$ cat src/rtl/lsu_pkg.sv
// lsu_pkg: constants and types shared across the load/store unit.
//   - funct3 access-size codes used by the lane aligner.
//   - 2-bit FSM state type used by lsu_bus_ctrl.
package lsu_pkg;

  localparam logic [2:0] F3_B  = 3'b000;
  localparam logic [2:0] F3_H  = 3'b001;
  localparam logic [2:0] F3_W  = 3'b010;
  localparam logic [2:0] F3_BU = 3'b100;
  localparam logic [2:0] F3_HU = 3'b101;

  typedef enum logic [1:0] {
    ST_IDLE = 2'b00,
    ST_REQ  = 2'b01,
    ST_DONE = 2'b10
  } lsu_state_e;

endpackage

$ cat src/rtl/lsu_lane_align.sv
// lsu_lane_align: combinational lane steering for the load/store unit.
// Ports:
//   funct3_i     access size code (B/H/W/BU/HU, others illegal)
//   addr_lo_i    byte offset of the current request
//   wdata_i      store data (rs2)
//   rd_off_i     byte offset of the load being completed
//   rdata_i      full bus read word
//   be_o         byte enables for the current request
//   wdata_rep_o  store data replicated across all lanes
//   misalign_o   request misaligned or funct3 illegal (ungated)
//   rdata_al_o   read word shifted so the addressed lane sits at bit 0
module lsu_lane_align
  import lsu_pkg::*;
(
  input  logic [2:0]  funct3_i,
  input  logic [1:0]  addr_lo_i,
  input  logic [31:0] wdata_i,
  input  logic [1:0]  rd_off_i,
  input  logic [31:0] rdata_i,
  output logic [3:0]  be_o,
  output logic [31:0] wdata_rep_o,
  output logic        misalign_o,
  output logic [31:0] rdata_al_o
);

  always_comb begin
    be_o        = '0;
    wdata_rep_o = '0;
    misalign_o  = 1'b1;
    unique case (funct3_i)
      F3_B, F3_BU: begin
        be_o        = 4'b0001 << addr_lo_i;
        wdata_rep_o = {4{wdata_i[7:0]}};
        misalign_o  = 1'b0;
      end
      F3_H, F3_HU: begin
        be_o        = 4'b0011 << addr_lo_i;
        wdata_rep_o = {2{wdata_i[15:0]}};
        misalign_o  = addr_lo_i[0];
      end
      F3_W: begin
        be_o        = '1;
        wdata_rep_o = wdata_i;
        misalign_o  = |addr_lo_i;
      end
      default: begin
        be_o        = '0;
        wdata_rep_o = '0;
        misalign_o  = 1'b1;
      end
    endcase
  end

  // Zero-filled right shift; extension is left to the write-back mux.
  assign rdata_al_o = rdata_i >> {rd_off_i, 3'b000};

endmodule

$ cat src/rtl/lsu_bus_ctrl.sv
// lsu_bus_ctrl: load/store unit bridging the core to a req/ack data bus.
// Ports:
//   clk, rst_n              clock, asynchronous active-low reset
//   mem_read, mem_write     load / store request from the current instruction
//   funct3, addr, wdata     access size, byte address, store data
//   stall                   hold PC and register-file write while high
//   mem_data                right-aligned load data (registered)
//   misalign                combinational misalign/illegal-size flag
//   timeout                 one-cycle pulse in the DONE cycle after an abort
//   bus_req, bus_we         registered bus request and direction
//   bus_addr, bus_be        registered word address and byte enables
//   bus_wdata               registered lane-replicated store data
//   bus_ack, bus_rdata      bus completion and read word
module lsu_bus_ctrl
  import lsu_pkg::*;
#(
  parameter int unsigned TIMEOUT = 15
) (
  input  logic        clk,
  input  logic        rst_n,
  input  logic        mem_read,
  input  logic        mem_write,
  input  logic [2:0]  funct3,
  input  logic [31:0] addr,
  input  logic [31:0] wdata,
  output logic        stall,
  output logic [31:0] mem_data,
  output logic        misalign,
  output logic        timeout,
  output logic        bus_req,
  output logic        bus_we,
  output logic [31:0] bus_addr,
  output logic [3:0]  bus_be,
  output logic [31:0] bus_wdata,
  input  logic        bus_ack,
  input  logic [31:0] bus_rdata
);

  lsu_state_e  state_q;
  logic [7:0]  cnt_q;
  logic [1:0]  off_q;
  logic        bus_req_q;
  logic        bus_we_q;
  logic [31:0] bus_addr_q;
  logic [3:0]  bus_be_q;
  logic [31:0] bus_wdata_q;
  logic [31:0] mem_data_q;
  logic        timeout_q;

  logic [3:0]  be_d;
  logic [31:0] wdata_d;
  logic [31:0] rdata_d;
  logic        mis_raw;
  logic        req_any;
  logic        go;
  logic [7:0]  cnt_d;

  lsu_lane_align u_align (
    .funct3_i    (funct3),
    .addr_lo_i   (addr[1:0]),
    .wdata_i     (wdata),
    .rd_off_i    (off_q),
    .rdata_i     (bus_rdata),
    .be_o        (be_d),
    .wdata_rep_o (wdata_d),
    .misalign_o  (mis_raw),
    .rdata_al_o  (rdata_d)
  );

  assign req_any  = mem_read | mem_write;
  assign misalign = req_any & mis_raw;
  assign go       = req_any & ~mis_raw;
  assign cnt_d    = cnt_q + 8'd1;

  // Gated by rst_n so a reset mid-request releases the core at once,
  // even while the request inputs are still asserted.
  assign stall = rst_n & (((state_q == ST_IDLE) & go) | (state_q == ST_REQ));

  always_ff @(posedge clk or negedge rst_n) begin
    if (!rst_n) begin
      state_q     <= ST_IDLE;
      cnt_q       <= '0;
      off_q       <= '0;
      bus_req_q   <= 1'b0;
      bus_we_q    <= 1'b0;
      bus_addr_q  <= '0;
      bus_be_q    <= '0;
      bus_wdata_q <= '0;
      mem_data_q  <= '0;
      timeout_q   <= 1'b0;
    end else begin
      timeout_q <= 1'b0;
      unique case (state_q)
        ST_IDLE: begin
          if (go) begin
            bus_req_q   <= 1'b1;
            bus_we_q    <= ~mem_read;  // load wins if both are set
            bus_addr_q  <= {addr[31:2], 2'b00};
            bus_be_q    <= be_d;
            bus_wdata_q <= mem_read ? '0 : wdata_d;
            off_q       <= addr[1:0];
            cnt_q       <= '0;
            state_q     <= ST_REQ;
          end
        end
        ST_REQ: begin
          if (bus_ack) begin
            bus_req_q <= 1'b0;
            if (!bus_we_q) mem_data_q <= rdata_d;
            state_q   <= ST_DONE;
          end else if (cnt_d == 8'(TIMEOUT)) begin
            bus_req_q <= 1'b0;
            timeout_q <= 1'b1;
            if (!bus_we_q) mem_data_q <= '0;
            state_q   <= ST_DONE;
          end else begin
            cnt_q <= cnt_d;
          end
        end
        ST_DONE: state_q <= ST_IDLE;
        default: state_q <= ST_IDLE;
      endcase
    end
  end

  assign mem_data  = mem_data_q;
  assign timeout   = timeout_q;
  assign bus_req   = bus_req_q;
  assign bus_we    = bus_we_q;
  assign bus_addr  = bus_addr_q;
  assign bus_be    = bus_be_q;
  assign bus_wdata = bus_wdata_q;

endmodule
$ cat config.mk
export PLATFORM = sky130hd
export DESIGN_NAME = lsu_bus_ctrl
export DESIGN_NICKNAME = d
export VERILOG_FILES = /design/src/rtl/lsu_pkg.sv /design/src/rtl/lsu_lane_align.sv /design/src/rtl/lsu_bus_ctrl.sv
export SDC_FILE = /design/constraint.sdc
export NUM_CORES = 1
export LEC_CHECK = 0
export BUFFER_PORTS_ARGS = -buffer_cell sky130_fd_sc_hd__buf_4
export CORE_ASPECT_RATIO = 1.2
export CORE_MARGIN = 4
export CORE_UTILIZATION = 29
export CTS_CLUSTER_DIAMETER = 50
export CTS_CLUSTER_SIZE = 10
export DETAILED_ROUTE_END_ITERATION = 7
export GPL_ROUTABILITY_DRIVEN = 0
export GPL_TIMING_DRIVEN = 0
export SLEW_MARGIN = 10
export SYNTH_ARGS = -nofsm -noshare
export SYNTH_HDL_FRONTEND = slang
export SYNTH_SLANG_ARGS = --single-unit
$ cat constraint.sdc
create_clock -name clk -period 1.8 [get_ports clk]
set_input_delay 0.36 -clock clk [delete_from_list [all_inputs] [get_ports clk]]
set_output_delay 0.36 -clock clk [all_outputs]
set_load 0.01 [all_outputs]
==> reports/results.txt <==
Fin area - 0.00847 mm^2
Max Clock Skew - 8.23 ps
ANT nets after route - 0
GRT Total Usage - 17.6%
Delay-heaviest family, CP - flip-flops
Cells after Synth - 548
P&R area growth vs syn - 51.5%
Crit path arrival time - 1490 ps
Vias/cell - 4.81
Final worst slack - -45.3 ps
Routed WL - 19100 um
Detailed router's first-iteration violation count - 202
Fillers - 1878
Worst Setup End Kind - primary output
Critical Path, Cell by Cell - nor2_4 > o221ai_4 > a21boi_4 > buf_6
Distinct cells, synth - 47
PD cells - 1370 mW/mm^2
Maxcap violations - 0
Setup violators final - 1
DRC Markers - 0
Synthesized flop and latch total - 113
Worst-Skew Late Latency - 410 ps
Worst Path Buf+Inv - 1
VDD IR-drop max - 705 uV
Die Y - 160 um
FF-to-FF setup slack - 60 ps
Share of cells above drive strength 1 - 41.8%
Non-Filler Instances - 1057
Site Rows - 55
Comb pwr share - 35.8%
Overflow left after global routing - 0
CTS tree - done
Die X - 135 um
Worst-Margin Slew - 731 ps
Starting density of the core - 29.5%
Hold Slack - 7.77 ps
Pre-CTS setup slack - -477 ps
Slowest CP cell - dfrtp_2
CP max stage delay - 440 ps
Antenna cell count - 0
Global-route wire length before repair - 29700 um
FF-to-FF End - cnt_q[6]
Placed insts - 1011
RSZ-0062 raised after global routing - true
Detail Placement HPWL - 13900 um
Clock sinks - 113
I/O Buffers - 205
Critical R2R Launch - state_q[1]
Largest net degree at the start of global routing - 75
Critical path type - reg2out
Avg Synthesized Cell Area - 10.2 um^2
WP data required - 1440 ps
Pleak - 4.06 nW
Run status - finished with violations
FMAX - 542 MHz
Part of the power in the clock network - 30.5%
DR pass1 iterations - 4
Relative slew slack - 51.1%
Placed Area - 0.00748 mm^2
Failing checks - negative setup slack
Clk root buf - clkbuf_16
Core Region - 0.0189 mm^2
Maximum buffer depth of the clock tree - 2
DR WL/cell - 18.0 um
Final core occ - 44.7%
Syn. warnings - 0
Main synth FF type - dfrtp_1
Initial antenna violation count - 0
Number of global-route vias before repair - 5291
Reg2Reg Depth - 5
Final worst path period share - 103%
Synth Cell Area - 0.00559 mm^2
Seq/Total Area, Yosys - 50.6%
Post-synth ARST share - 100%
Via count - 5086
CTS buffer count - 17
Power Internal - 7.79 mW
CP Max Fanout - 4
Net Sw Frac - 32.7%
Number of flops mapped to enable cells by yosys - 0
Sequential power share - 33.7%
Switch Pwr - 3.78 mW
Hold WC Path Type - in2async
Final nets - 894
Fin. max-slew vios - 0
H-tree depth - 4
I/O pins - 209
Die area - 0.0216 mm^2
CP Launch Type - flop
Fin. Hold Viols - 0
Clk slew on worst S/H paths - 60 ps
Final Critical Period - 1850 ps
-- cells in the mapped netlist (2+ instances only) --
cell type | count | area share [%]
a211o_1 | 8 | 1.3
a21oi_1 | 37 | 3.3
a22oi_1 | 16 | 2.1
a32oi_1 | 10 | 1.6
and2_1 | 3 | 0.34
and3_1 | 2 | 0.22
buf_2 | 13 | 1.2
buf_4 | 7 | 0.94
clkbuf_1 | 19 | 1.3
clkbuf_2 | 2 | 0.18
dfrtp_1 | 113 | 51
ha_1 | 2 | 0.45
inv_1 | 35 | 2.4
mux2_2 | 32 | 6.4
mux2i_1 | 26 | 4.7
nand2_1 | 51 | 3.4
nand2b_1 | 10 | 1.1
nand3_1 | 4 | 0.36
nand3b_1 | 2 | 0.27
nor2_1 | 18 | 1.2
nor2b_1 | 20 | 2.2
nor3_1 | 14 | 1.3
o21ai_0 | 46 | 4.1
o2bb2ai_1 | 8 | 1.3
o31ai_1 | 24 | 3.2
o41ai_1 | 3 | 0.47
xor2_1 | 3 | 0.47
-- cell type report --
| type | instances | area (um^2) | area share [%] |
|---|---|---|---|
| Sequential cell | 113 | 2830 | 33.5 |
| Buffer | 39 | 255 | 3.01 |
| Clock inverter | 10 | 159 | 1.88 |
| Tap cell | 256 | 320 | 3.78 |
| Inverter | 35 | 131 | 1.55 |
| Multi-Input combinational cell | 359 | 2530 | 29.9 |
| Clock buffer | 22 | 454 | 5.36 |
| Timing Repair Buffer | 223 | 1790 | 21.1 |
-- cell families (layout without fill, tap and decap cells) --
logic type | count (synthesis) | in the layout | synth area share [%]
compound gates | 159 | 159 | 18.6
simple gates | 134 | 134 | 12.4
flops | 113 | 113 | 50.6
buf+inv | 77 | 329 | 6.11
mux | 59 | 59 | 11.3
xor+xnor | 3 | 3 | 0.470
fa+ha+maj | 2 | 2 | 0.448
other cells | 1 | 2 | 0.0671
-- layout by cell type, fill, tap and decap left out, types with 3 or more instances in the layout --
| master | n |
|---|---|
| a211o_1 | 8 |
| a21oi_1 | 37 |
| a22oi_1 | 16 |
| a32oi_1 | 10 |
| and2_1 | 3 |
| buf_16 | 4 |
| buf_2 | 9 |
| buf_4 | 219 |
| buf_6 | 9 |
| bufinv_16 | 4 |
| clkbuf_1 | 15 |
| clkbuf_16 | 18 |
| clkbuf_2 | 4 |
| clkinv_2 | 3 |
| dfrtp_1 | 109 |
| dfrtp_2 | 4 |
| inv_1 | 35 |
| mux2_2 | 32 |
| mux2i_1 | 25 |
| nand2_1 | 51 |
| nand2b_1 | 9 |
| nor2_1 | 17 |
| nor2b_1 | 20 |
| nor3_1 | 13 |
| o21ai_0 | 45 |
| o2bb2ai_1 | 8 |
| o31ai_1 | 24 |
| o41ai_1 | 3 |
-- power by group through the flow --
stage / clock network, mW / logic [mW] / registers [mW]
after CTS: 3.62 / 4.11 / 3.86
after global routing: 3.75 / 4.54 / 4.02
after floorplan: 0 / 1.67 / 4.15
after global placement: 0 / 3.96 / 3.86
after detailed placement: 0 / 4.01 / 3.89
final: 3.53 / 4.14 / 3.90
-- metal layers --
layer  part of all wire [%]  up-vias  wire length, um  GRT usage [%]
met2                     48      211             9140           28.7
met3                    9.2       22             1760           6.36
li1                       -     2420                -              -
met1                     41     2433             7860           22.0
met5                      0        -                0              0
met4                    1.6        0              302           4.86
-- worst reg2reg max path, cell delays in order (launching register included) --
cell      delay [ps]
dfrtp_2          440
buf_4            150
or3b_1           360
buf_4            170
o21bai_2         240
a31o_2           270
-- what timing repair did --
action,CTS,global route
setup buffers,5,5
resized for setup,25,42
hold endpoints to repair,40,40
pin swaps,4,7
endpoints found under the setup margin,34,42
gates cloned,1,2
-- per-stage QoR --
step	TNS, ps	total power [mW]
2_1_floorplan	0	5.83
3_3_place_gp	-11960	7.82
3_5_place_dp	-12060	7.90
4_1_cts	-169	11.6
5_1_grt	-169	12.3
6_report	-45.3	11.6
-- how the worst max path moves through the flow --
stage | slack, ps | endpoint | cells after the start | start
after floorplan | 70 | stall | 4 | funct3[2]
after global placement | -740 | stall | 3 | rst_n
after global routing | -110 | stall | 4 | state_q[1]
after CTS | -150 | stall | 5 | state_q[0]
after detailed placement | -480 | stall | 6 | addr[0]
final | -50 | stall | 4 | state_q[1]
-- flip-flops by register name, indices dropped and copies added, names as in the netlist --
signal and count:
bus_wdata 32, mem_data 32, bus_addr 30, cnt_q 8, bus_be 4, off_q 2
state_q 2, bus_req 1, bus_we 1, timeout 1
(Power assumes the default switching activity.)
